<file path="config.mk">
export PLATFORM = sky130hd
export DESIGN_NAME = exp8_arbiter
export DESIGN_NICKNAME = d
export VERILOG_FILES = /design/src/rtl/exp8_pkg.sv /design/src/rtl/exp8_burst_capture.sv /design/src/rtl/exp8_arbiter.sv
export SDC_FILE = /design/constraint.sdc
export NUM_CORES = 1
export LEC_CHECK = 0
export CORE_ASPECT_RATIO = 0.7
export CORE_MARGIN = 5
export CORE_UTILIZATION = 52
export DETAILED_ROUTE_END_ITERATION = 7
export HOLD_SLACK_MARGIN = 0.1
export PLACE_DENSITY = 0.9
export SLEW_MARGIN = 20
export SYNTH_ARGS = -nofsm -noshare
export SYNTH_HDL_FRONTEND = slang
export SYNTH_SLANG_ARGS = --single-unit
</file>
<file path="constraint.sdc">
create_clock -name Clk -period 5.6 [get_ports Clk]
set_clock_uncertainty 0.15 [all_clocks]
set_input_delay 0.56 -clock Clk [delete_from_list [all_inputs] [get_ports Clk]]
set_output_delay 0.56 -clock Clk [all_outputs]
set_load 0.05 [all_outputs]
</file>
<file path="src/rtl/exp8_pkg.sv">
// Shared definitions for the Exp8 burst arbiter and its capture helper.
package exp8_pkg;

    localparam int SYM_W     = 2;
    localparam int BURST_MAX = 8;
    localparam int LEN_W     = 4;

    typedef enum logic [1:0] {
        ARB_IDLE  = 2'd0,
        ARB_DRIVE = 2'd1,
        ARB_DRAIN = 2'd2,
        ARB_RESP  = 2'd3
    } arb_state_t;

    // State codes of the shared Exp8 sequence FSM, used by bench models.
    typedef enum logic [2:0] {
        EXP8_A = 3'd0,
        EXP8_B = 3'd1,
        EXP8_C = 3'd2,
        EXP8_D = 3'd3,
        EXP8_E = 3'd4,
        EXP8_F = 3'd5,
        EXP8_G = 3'd6,
        EXP8_H = 3'd7
    } exp8_state_t;

    // Oversized burst lengths are treated as a full burst.
    function automatic logic [LEN_W-1:0] clamp_len(input logic [LEN_W-1:0] len, input int max_len);
        return (len > LEN_W'(max_len)) ? LEN_W'(max_len) : len;
    endfunction

endpackage

</file>
<file path="src/rtl/exp8_burst_capture.sv">
// Collects the {y,z} answers of the shared FSM for one burst. Every issued
// symbol is tracked through an LAT-deep valid pipeline so the answer is
// stored in the slot of the symbol that produced it, independent of how far
// the drive side has advanced.
module exp8_burst_capture
    import exp8_pkg::*;
#(
    parameter int BURST_MAX = exp8_pkg::BURST_MAX,
    parameter int LAT       = 1
) (
    input  logic                     clk_i,
    input  logic                     rst_i,
    input  logic                     start_i,
    input  logic                     issue_i,
    input  logic [LEN_W-1:0]         len_i,
    input  logic                     y_i,
    input  logic                     z_i,
    output logic [2*BURST_MAX-1:0]   data_o,
    output logic                     last_o
);

    logic [LAT-1:0]          vld_q, vld_d;
    logic [LEN_W-1:0]        cnt_q, cnt_d;
    logic [2*BURST_MAX-1:0]  data_q, data_d;
    logic                    cap_en;

    assign cap_en = vld_q[LAT-1];
    assign data_o = data_q;
    assign last_o = cap_en && ((cnt_q + LEN_W'(1)) == len_i);

    // Advance the alignment pipeline and store the answer in its symbol slot.
    always_comb begin
        vld_d    = vld_q << 1;
        vld_d[0] = issue_i;
        cnt_d    = cnt_q;
        data_d   = data_q;
        if (cap_en) begin
            for (int i = 0; i < BURST_MAX; i++) begin
                if (cnt_q == LEN_W'(i)) begin
                    data_d[SYM_W*i +: SYM_W] = {y_i, z_i};
                end
            end
            cnt_d = cnt_q + LEN_W'(1);
        end
        if (start_i) begin
            vld_d  = '0;
            cnt_d  = '0;
            data_d = '0;
        end
    end

    // Capture state registers.
    always_ff @(posedge clk_i) begin
        if (rst_i) begin
            vld_q  <= '0;
            cnt_q  <= '0;
            data_q <= '0;
        end else begin
            vld_q  <= vld_d;
            cnt_q  <= cnt_d;
            data_q <= data_d;
        end
    end

endmodule

</file>
<file path="src/rtl/exp8_arbiter.sv">
// Two-requester front end for a shared Exp8 sequence FSM. One burst at a
// time is granted (round robin on contention), its symbols are driven on
// w/x one per cycle, and the collected {y,z} answers return to the owner
// as a single-cycle response.
module exp8_arbiter
    import exp8_pkg::*;
#(
    parameter int BURST_MAX = exp8_pkg::BURST_MAX,
    parameter int LAT       = 1
) (
    input  logic                     Clk,
    input  logic                     Rst,
    input  logic                     req0_valid,
    output logic                     req0_ready,
    input  logic [2*BURST_MAX-1:0]   req0_syms,
    input  logic [LEN_W-1:0]         req0_len,
    output logic                     rsp0_valid,
    output logic [2*BURST_MAX-1:0]   rsp0_data,
    input  logic                     req1_valid,
    output logic                     req1_ready,
    input  logic [2*BURST_MAX-1:0]   req1_syms,
    input  logic [LEN_W-1:0]         req1_len,
    output logic                     rsp1_valid,
    output logic [2*BURST_MAX-1:0]   rsp1_data,
    output logic                     w,
    output logic                     x,
    input  logic                     y,
    input  logic                     z
);

    arb_state_t              state_q, state_d;
    logic                    owner_q, owner_d;
    logic                    ptr_q, ptr_d;
    logic [LEN_W-1:0]        len_q, len_d;
    logic [2*BURST_MAX-1:0]  syms_q, syms_d;
    logic [LEN_W-1:0]        drv_cnt_q, drv_cnt_d;
    logic                    w_q, w_d, x_q, x_d;
    logic                    issue_q, issue_d;
    logic [2*BURST_MAX-1:0]  rsp0_hold_q, rsp0_hold_d;
    logic [2*BURST_MAX-1:0]  rsp1_hold_q, rsp1_hold_d;
    logic                    grant0, grant1, start;
    logic [2*BURST_MAX-1:0]  sel_syms;
    logic [LEN_W-1:0]        sel_len;
    logic [2*BURST_MAX-1:0]  cap_data;
    logic                    cap_last;

    // The pointer only matters when both requesters compete.
    assign grant0 = (state_q == ARB_IDLE) && !Rst && req0_valid && (!req1_valid || !ptr_q);
    assign grant1 = (state_q == ARB_IDLE) && !Rst && req1_valid && (!req0_valid ||  ptr_q);

    assign sel_syms   = grant1 ? req1_syms : req0_syms;
    assign sel_len    = clamp_len(grant1 ? req1_len : req0_len, BURST_MAX);
    assign req0_ready = grant0;
    assign req1_ready = grant1;
    assign w          = w_q;
    assign x          = x_q;

    assign rsp0_valid = (state_q == ARB_RESP) && !owner_q && !Rst;
    assign rsp1_valid = (state_q == ARB_RESP) &&  owner_q && !Rst;
    assign rsp0_data  = rsp0_valid ? cap_data : rsp0_hold_q;
    assign rsp1_data  = rsp1_valid ? cap_data : rsp1_hold_q;

    exp8_burst_capture #(
        .BURST_MAX (BURST_MAX),
        .LAT       (LAT)
    ) u_capture (
        .clk_i   (Clk),
        .rst_i   (Rst),
        .start_i (start),
        .issue_i (issue_q),
        .len_i   (len_q),
        .y_i     (y),
        .z_i     (z),
        .data_o  (cap_data),
        .last_o  (cap_last)
    );

    // Arbitration, symbol issue and response sequencing.
    always_comb begin
        state_d     = state_q;
        owner_d     = owner_q;
        ptr_d       = ptr_q;
        len_d       = len_q;
        syms_d      = syms_q;
        drv_cnt_d   = drv_cnt_q;
        w_d         = 1'b0;
        x_d         = 1'b0;
        issue_d     = 1'b0;
        rsp0_hold_d = rsp0_hold_q;
        rsp1_hold_d = rsp1_hold_q;
        start       = 1'b0;
        case (state_q)
            ARB_IDLE: begin
                if (grant0 || grant1) begin
                    start   = 1'b1;
                    owner_d = grant1;
                    ptr_d   = grant0;
                    len_d   = sel_len;
                    if (sel_len == '0) begin
                        state_d = ARB_RESP;
                    end else begin
                        {w_d, x_d} = sel_syms[SYM_W-1:0];
                        issue_d    = 1'b1;
                        syms_d     = sel_syms >> SYM_W;
                        drv_cnt_d  = LEN_W'(1);
                        state_d    = ARB_DRIVE;
                    end
                end
            end
            ARB_DRIVE: begin
                if (drv_cnt_q < len_q) begin
                    {w_d, x_d} = syms_q[SYM_W-1:0];
                    issue_d    = 1'b1;
                    syms_d     = syms_q >> SYM_W;
                    drv_cnt_d  = drv_cnt_q + LEN_W'(1);
                end else begin
                    state_d = ARB_DRAIN;
                end
            end
            ARB_DRAIN: begin
                if (cap_last) begin
                    state_d = ARB_RESP;
                end
            end
            ARB_RESP: begin
                state_d = ARB_IDLE;
                if (owner_q) begin
                    rsp1_hold_d = cap_data;
                end else begin
                    rsp0_hold_d = cap_data;
                end
            end
            default: state_d = ARB_IDLE;
        endcase
    end

    // State registers; reset abandons any burst in flight.
    always_ff @(posedge Clk) begin
        if (Rst) begin
            state_q     <= ARB_IDLE;
            owner_q     <= 1'b0;
            ptr_q       <= 1'b0;
            len_q       <= '0;
            syms_q      <= '0;
            drv_cnt_q   <= '0;
            w_q         <= 1'b0;
            x_q         <= 1'b0;
            issue_q     <= 1'b0;
            rsp0_hold_q <= '0;
            rsp1_hold_q <= '0;
        end else begin
            state_q     <= state_d;
            owner_q     <= owner_d;
            ptr_q       <= ptr_d;
            len_q       <= len_d;
            syms_q      <= syms_d;
            drv_cnt_q   <= drv_cnt_d;
            w_q         <= w_d;
            x_q         <= x_d;
            issue_q     <= issue_d;
            rsp0_hold_q <= rsp0_hold_d;
            rsp1_hold_q <= rsp1_hold_d;
        end
    end

endmodule

</file>
After elaboration in Yosys (flattened, before gate mapping)

Cells that the tools add are included.

Bits in registers: 84

Mux-type cells: 32
Bitwise gates (word level): 1
Equal/unequal tests: 16
Reductions and logical operators: 36
$lt $le $gt $ge: 2
Add/sub/neg operators: 2

Operators by type and width:

| operator                                                              | count |
|---|---|
| 16-bit 2-to-1 mux                                                     | 6 |
| 16-bit case mux with 2 select lines                                   | 1 |
| 2-bit AND reduction                                                   | 11 |
| 4-bit 2-to-1 mux                                                      | 5 |
| 4-bit by 3-bit equality test with 1-bit output, second input constant | 4 |
| 1-bit 2-to-1 mux                                                      | 11 |
| 1-bit logical AND                                                     | 10 |
| 4-bit by 1-bit adder with 4-bit output, second input constant         | 2 |
| 4-bit by 2-bit equality test with 1-bit output, second input constant | 2 |
| 4-bit zero test                                                       | 2 |
| 2-bit 2-to-1 mux                                                      | 4 |
| 2-bit inequality test, second input constant                          | 4 |
| 2-bit case mux with 4 select lines                                    | 1 |
| 4-bit case mux with 2 select lines                                    | 1 |
| 1-bit case mux with 2 select lines                                    | 3 |
| 1-bit zero test                                                       | 5 |
| 2-bit equality test, second input constant                            | 2 |
| 4-bit by 1-bit equality test with 1-bit output, second input constant | 1 |
| 4-bit equality test                                                   | 1 |
| 4-bit > comparator, second input constant                             | 1 |
| 4-bit less-than comparator                                            | 1 |
| 4-bit AND reduction                                                   | 1 |
| 1-bit logical OR                                                      | 3 |
| 3-bit AND reduction                                                   | 1 |
| other kinds (6)                                                       | 6 |

Logic depth before layout (Yosys ltp)

Gate-level depths: netlist of run 1.

Depth after elaboration: 11
Depth in mapped cells: 9
Depth with buffers taken out: 8

Cells and area by module

Synthesis of run 1 repeated with hierarchy kept, for this count alone.

Cells, all modules: 408
Area total of the unflattened synthesis: 4124.0 µm²

By module, submodules not included:

| module             | area each (µm²) | times used | cells an instance |
|---|---|---|---|
| exp8_arbiter       | 3145.5          | 1          | 313 |
| exp8_burst_capture | 978.4           | 1          | 95 |

Worst setup path before layout of run 1

Ideal clock, no wire load.

Path kind: input port to flip-flop
From: in Rst
To: reg u_capture.cnt_q[0]
Slack: 2819 ps
Cell stages on the path: 7
Arrival: 2504 ps
Data required time: 5322 ps
Path through: clkbuf_1 -> nand3b_1 -> a21oi_1 -> nor2_1 -> nand2_1 -> clkbuf_1 -> nor2_1

Word-level cells in the longest chain between the ends: 8
Elaborated cells between the ends (all ways): 10
Classes of those cells: mux: 2; reduce/logical: 8

Ends and longest elaborated chain:

| element                         | line                     | RTL |
|---|---|---|
| from (decl)                     | exp8_arbiter.sv:12       | `input logic Rst,` |
| 1-bit zero test                 | exp8_arbiter.sv:48       | `assign grant0 = (state_q == ARB_IDLE) && !Rst && req0_valid && (!req1_valid \|\| !ptr_q);` |
| 1-bit logical AND (3 in series) | exp8_arbiter.sv:48       |  |
| net req0_ready                  | exp8_arbiter.sv:14       | `output logic req0_ready,` |
| 1-bit logical OR                | exp8_arbiter.sv:94       | `if (grant0 \|\| grant1) begin` |
| 1-bit 2-to-1 mux                | exp8_arbiter.sv:94       |  |
| 1-bit 2-to-1 mux                | exp8_arbiter.sv:92       | `case (state_q)` |
| 2-bit OR reduction (no line)    | --                       |  |
| to (signal assigned)            | exp8_burst_capture.sv:60 | `cnt_q <= cnt_d;` |
| to (decl)                       | exp8_burst_capture.sv:23 | `logic [LEN_W-1:0] cnt_q, cnt_d;` |

The timed path passes the listed nets, and every way through them passes these cells.
A chain may end at the register's enable or synchronous reset.

Worst setup path after layout of run 1

From: in Rst
To: out req1_ready

Word-level cells in the longest chain between the ends: 4

Ends and longest elaborated chain:

| element                         | line               | RTL |
|---|---|---|
| 1-bit zero test                 | exp8_arbiter.sv:49 | `assign grant1 = (state_q == ARB_IDLE) && !Rst && req1_valid && (!req0_valid \|\| ptr_q);` |
| 1-bit logical AND (3 in series) | exp8_arbiter.sv:49 |  |
| to (decl)                       | exp8_arbiter.sv:20 | `output logic req1_ready,` |

No other way between the ends.

==> results.md, run 1 <==
* Area leader, netlist: dfxtp_1
* CTS H-Tree Depth at 3
* Yosys warnings at 0
* Synthesized area at about 4000 um2
* Status: completed
* Die area at just under 10,000 um2
* # rows at 26
* Clock Latency Late Sink at between 300 and 400 ps
* Ant diodes at 0
* P_leak at ~0.002 uW
* Setup ws final at 1660 ps
* Clk network pwr share at 25.1%
* Routability cong. at between 0.9 and 1
* GRT overflow at 0
* Startpoint Class: input port
* Area Overhead vs Synth at 27.2%
* Clock-pin slew on the worst setup and hold paths at approximately 90 ps
* Gate power share at roughly a third
* # setup viols final at 0
* Min Tclk post-route at a little under 4000 ps
* CTS tree: built
* DR WL/cell at 17.7 um
* Postcts setup bufs at 0
* Max_cap viols at 0
* Largest net degree at the start of global routing at 34
* Final WL at 10,700 um
* Clock Path Buffers at 2
* Placed inst area at approximately 4900 um2
* Kind of critical path: input port to output pin
* Post-synth ARST share at 0%
* Cts repair resizes at 0
* Starting Density at 54.4%
* Finished layout cell area at slightly above 5000 um2
* CP Max Fanout at 23
* CP endpoint: req1_ready
* Worst min path class: flop to flop
* Vias/cell at between 6 and 7
* TNS Setup at 0 ps
* Final Hold Vio Count at 0
* Synth unique cells at 51
* Initial antenna violation count at 0
* Sw power at ~650 uW
* Post-synth EDFFs at 0
* PortBufs at 83
* Post-synthesis average cell area at between 9 and 10 um2
* Slew @ Worst Pin at 769 ps
* Layout cells sized above 1 at between 10 and 15%
* Slew Limit Fails at 0
* Int Pwr at between 1000 and 1500 uW
* FF-to-FF path depth at 8
* TritonCTS buffer count at 9
* Critical path startpoint: Rst
* Sw Share at a little under two fifths
* DP Wirelength at 7630 um
* Seq pwr share at about two fifths
* Root buf cell: clkbuf_8
* Vias in the first global route at between 3,000 and 4,000
* First-pass GRT wire length at 17,100 um
* Synth top area cells: dfxtp_1, mux2_2, a22o_1
* Num Clock Sinks at between 80 and 90
* DR pass1 iterations at 6
* Critical Path RT at ~4900 ps
* Hold_buf cts at 0
* Crit end category: output pin
* #FFs+latches synth at between 80 and 90
* DR DRC count at 0
* Peak Freq at ~250 MHz
* Reg-to-Reg Start: state_q[1]
* Die H at roughly 84 um
* Io pins at 84
* Layout Utilization at around 69%
* DRT antenna net count at 0
* Pre-CTS setup slack at 1690 ps
* Period utilization at 70.4%
* Sequential-to-total area share from yosys stat at between 40% and 50%
* Worst VDD drop at ~0.19 mV
* Prevailing post-synth register cell: dfxtp_1
* Rel. slew slack at 48.6%
* Share of the synthesized area in the top cell type at between 40% and 50%
* Syn nets at a little under 500
* Vias at approximately 3,600
* Total GRT Usage at approximately 22%
* Reg2reg setup slack at roughly 2700 ps
* Synth Instances at roughly 430
* 1st-iter DRT viols at 294
* CP Data Arrival Time at ~3200 ps
* Core area at roughly 7400 um2
* Worst reg2reg endpoint: syms_q[8]
* Die W at between 100 and 150 um
* Power Dens Cells at 346 nW/um2
* Final #Nets at between 500 and 600
* RSZ-0062 raised after global routing: false
## worst max-delay path, stage by stage
cell and delay (ps):
clkdlybuf4s50_1 790, and3b_1 590, nand2_1 90, buf_4 230, inv_2 140, clkdlybuf4s50_1 820
## synthesized netlist by cell type (all sizes together) (14+ instances only)
library cell	n
a21oi	21
a211oi	16
nor2	29
and3	14
clkbuf	24
mux2i	20
dfxtp	82
a22o	32
mux2	32
inv	25
a211o	14
nand2	29
## power by group through the flow
| stage | clock (uW) | sequential, uW | combinational, uW |
|---|---|---|---|
| after floorplan | 0 | 716 | 471 |
| after global placement | 0 | 721 | 575 |
| after detailed placement | 0 | 726 | 603 |
| after CTS | 450 | 713 | 609 |
| after global routing | 481 | 723 | 681 |
| final | 448 | 715 | 621 |
## worst min-delay path by stage
stage	start	endpoint	slack (ps)	cells after the start
3_5_place_dp	syms_q[7]	syms_q[7]	300	2
3_3_place_gp	syms_q[7]	syms_q[7]	290	2
6_report	syms_q[7]	syms_q[7]	310	2
2_1_floorplan	issue_q	u_capture.cap_en	280	1
5_1_grt	syms_q[8]	syms_q[8]	330	2
4_1_cts	syms_q[7]	syms_q[7]	310	2
## registers in the layout, indices dropped and copies added, names as in the netlist, 2 cells and up
register / cells
rsp0_hold_q: 16
rsp1_hold_q: 16
u_capture.data_o: 16
syms_q: 14
drv_cnt_q: 4
len_q: 4
u_capture.cnt_q: 4
state_q: 2
## cells by family (layout without fill, tap and decap cells)
| kind of cell | after synthesis | after routing | synth area share (%) |
|---|---|---|---|
| AO/OA/AOI/OAI | 111 | 111 | 21.2 |
| XOR/XNOR | 8 | 8 | 2.07 |
| adder cells (fa/ha/maj) | 13 | 13 | 4.02 |
| buffers and inverters | 55 | 131 | 5.44 |
| flip-flops | 82 | 82 | 40.5 |
| multiplexers | 52 | 52 | 13.8 |
| AND/OR/NAND/NOR | 107 | 107 | 12.9 |
## cell usage in the layout (no fill, tap or decap), types with 6 or more instances in the layout
| cell | count |
|---|---|
| clkdlybuf4s50_1 | 83 |
| nor3_1 | 6 |
| buf_4 | 7 |
| a211oi_1 | 15 |
| mux2i_1 | 20 |
| dfxtp_1 | 82 |
| and3_1 | 13 |
| nand2_1 | 29 |
| clkbuf_8 | 10 |
| a22o_1 | 32 |
| a21oi_1 | 21 |
| mux2_2 | 32 |
| inv_1 | 23 |
| ha_1 | 12 |
| nand3_1 | 9 |
| nor2_1 | 29 |
| a211o_1 | 14 |
## per-stage QoR
step / cells / hold WS (ps) / power, uW
finish: 602 / 307 / 1780
global route: 602 / 325 / 1880
CTS: 602 / 310 / 1770
detailed placement: 586 / 298 / 1330
global placement: 586 / 292 / 1300
floorplan: 428 / 279 / 1190
## routing by layer
layer	vias to the layer above	global-route usage [%]	part of all wire, %
li1	1707	-	-
met1	1746	29.1	44
met2	136	35.6	48
met3	25	4.20	6.2
met4	0	7.25	2.0
met5	-	0	0
## cell type report
type / count / area (um2)
fillers: 537 / 2300
multi-input cells: 291 / 2200
flip-flops and latches: 82 / 1640
repair buffers: 90 / 883
clock buffers: 10 / 138
well taps: 98 / 123
inverters: 25 / 93.8
clock inverters: 6 / 72.6
Power figures use the tool's default switching activity.
==> run 2: changes to the inputs <==
Settings changed: CORE_UTILIZATION 52 to 46, PLACE_DENSITY 0.9 to 0.85.
Clock period 5.6 ns to 3.2 ns, I/O delays scaled along.
==> results.md, run 2 (same netlist as run 1, synthesis figures left out) <==
* Status: completed (unchanged)
* Layout Utilization at 61.8% (was 69.2%)
* Sw power at 1200 uW (was 655 uW)
* Io pins at 84 (unchanged)
* DRT antenna net count at 0 (unchanged)
* Commonest cells after routing, fill and taps aside: dfxtp_1, clkdlybuf4s50_1, buf_4, mux2_2, a22o_1 (was clkdlybuf4s50_1, dfxtp_1, mux2_2, a22o_1)
* Die H at 88.5 um (was 83.8 um)
* Rel. slew slack at 62.8% (was 48.6%)
* Critical Path RT at 2730 ps (was 4890 ps)
* Setup ws final at 575 ps (was 1660 ps)
* Layout cells sized above 1 at 20.3% (was 12.7%)
* Crit end category: output pin (unchanged)
* Clock Path Buffers at 2 (unchanged)
* Vias/cell at 5.64 (was 6.00)
* Slowest CP cell: clkdlybuf4s50_1 (unchanged)
* Gate power share at 32.9% (was 34.8%)
* Num Clock Sinks at 82 (unchanged)
* Peak Freq at between 300 and 400 MHz
* DR DRC count at 0 (unchanged)
* Total GRT Usage at 20.1% (was 21.9%)
* Worst path bufs/invs at 3 (was 4)
* GRT overflow at 0 (unchanged)
* Worst path max stage delay at 600 ps (was 820 ps)
* Worst-path cell chain: clkdlybuf4s50_1 -> nor3b_2 -> buf_4 -> mux2_2 -> buf_4 (was clkdlybuf4s50_1 -> and3b_1 -> nand2_1 -> buf_4 -> inv_2 -> clkdlybuf4s50_1)
* Vias in the first global route at 3,471 (was 3,464)
* Clock Latency Late Sink at 340 ps (was 360 ps)
* Starting Density at 47.6% (was 54.4%)
* 1st-iter DRT viols at 292 (was 294)
* Worst VDD drop at 0.405 mV (was 0.191 mV)
* First-pass GRT wire length at 17,300 um (was 17,100 um)
* Cell mode on critical path: buf_4 (was clkdlybuf4s50_1)
* Startpoint Class: input port (unchanged)
* # rows at 28 (was 26)
* Root buf cell: clkbuf_16 (was clkbuf_8)
* DR pass1 iterations at 5 (was 6)
* Final Hold Vio Count at 0 (unchanged)
* DP Wirelength at 7720 um (was 7630 um)
* Core area at 8510 um2 (was 7450 um2)
* Final WL at 10,700 um (about the same)
* Pre-CTS setup slack at 444 ps (was 1690 ps)
* DR WL/cell at 17.0 um (was 17.7 um)
* CP Data Arrival Time at 2160 ps (was 3230 ps)
* Max_cap viols at 0 (unchanged)
* Slew Limit Fails at 0 (unchanged)
* Hold_buf cts at 0 (unchanged)
* Vias at 3,545 (was 3,614)
* Area Overhead vs Synth at 29.8% (was 27.2%)
* Worst min path class: flop to flop (unchanged)
* Largest net degree at the start of global routing at 34 (unchanged)
* Sw Share at 35.0% (was 36.7%)
* Seq pwr share at 36.5% (was 40.1%)
* Crit path depth at 5 (was 6)
* TNS Setup at 0 ps (unchanged)
* P_leak at 0.00218 uW (was 0.00204 uW)
* Most common cell after layout, fill and taps aside: dfxtp_1 (was clkdlybuf4s50_1)
* Routability cong. at 0.833 (was 0.955)
* CTS tree: built (unchanged)
* Slew @ Worst Pin at 553 ps (was 769 ps)
* TritonCTS buffer count at 9 (unchanged)
* Final #Nets at 562 (was 558)
* Die area at 10,800 um2 (was 9680 um2)
* Delay-heaviest family, CP: buffers and inverters (unchanged)
* Die W at 122 um (was 115 um)
* Period utilization at about 80%
* Postcts setup bufs at 0 (unchanged)
* Int Pwr at 2220 uW (was 1130 uW)
* # setup viols final at 0 (unchanged)
* Clock-pin slew on the worst setup and hold paths at 60 ps (was 90 ps)
* FF-to-FF path depth at 8 (unchanged)
* Ant diodes at 0 (unchanged)
* Cts repair resizes at 0 (unchanged)
* Fillers at 669 (was 537)
* Initial antenna violation count at 0 (unchanged)
* CP Max Fanout at 33 (was 23)
* Kind of critical path: input port to output pin (unchanged)
* Worst hold path depth at 2 (unchanged)
* CTS H-Tree Depth at 3 (unchanged)
* Clk network pwr share at 30.6% (was 25.1%)
* Power Dens Cells at 650 nW/um2 (was 346 nW/um2)
* PortBufs at 83 (unchanged)
* RSZ-0062 raised after global routing: false (unchanged)
* Min Tclk post-route at 2630 ps
[run 2: final cells by class]
type                    count  area, um2  area share [%]
multi-input cells         291       2200            41.8
flip-flops and latches     82       1640            31.2
repair buffers             94        873            16.6
clock buffers               9        225            4.28
well taps                 120        150            2.86
inverters                  25       93.8            1.78
clock inverters             7       76.3            1.45
[run 2: metal layers]
layer  wire (um)  global-route usage (%)  part of all wire [%]
met5           0                       0                     0
met4         176                    6.81                   1.6
met3         531                    4.66                   5.0
met2        5150                    32.8                    48
met1        4840                    26.6                    45
[run 2: final timing paths]
check | start | endpoint | slack [ps]
max | Rst | rsp0_data[9] | 570
min | syms_q[12] | syms_q[12] | 310
max reg2reg | state_q[1] | syms_q[7] | 620
min reg2reg | syms_q[12] | syms_q[12] | 310
[run 2: per-stage QoR]
| step | total power (uW) | hold slack [ps] | area, um2 | std cells |
|---|---|---|---|---|
| after global routing | 3600 | 335 | 5260 | 628 |
| after CTS | 3410 | 310 | 5260 | 628 |
| after floorplan | 2080 | 279 | 4050 | 428 |
| after global placement | 2320 | 294 | 4960 | 612 |
| after detailed placement | 2370 | 299 | 4960 | 612 |
| final | 3420 | 306 | 5260 | 628 |
[run 2: worst min-delay path, cell delays in order, from the launching register on]
cell and delay (ps):
dfxtp_1 310, nand2_1 50, a21oi_1 50
[run 2: power by group through the flow]
stage,combinational [uW],clock [uW],sequential [uW]
after floorplan,825,0,1250
after global placement,1050,0,1260
after detailed placement,1100,0,1270
after CTS,1110,1050,1250
after global routing,1230,1100,1270
final,1130,1050,1250
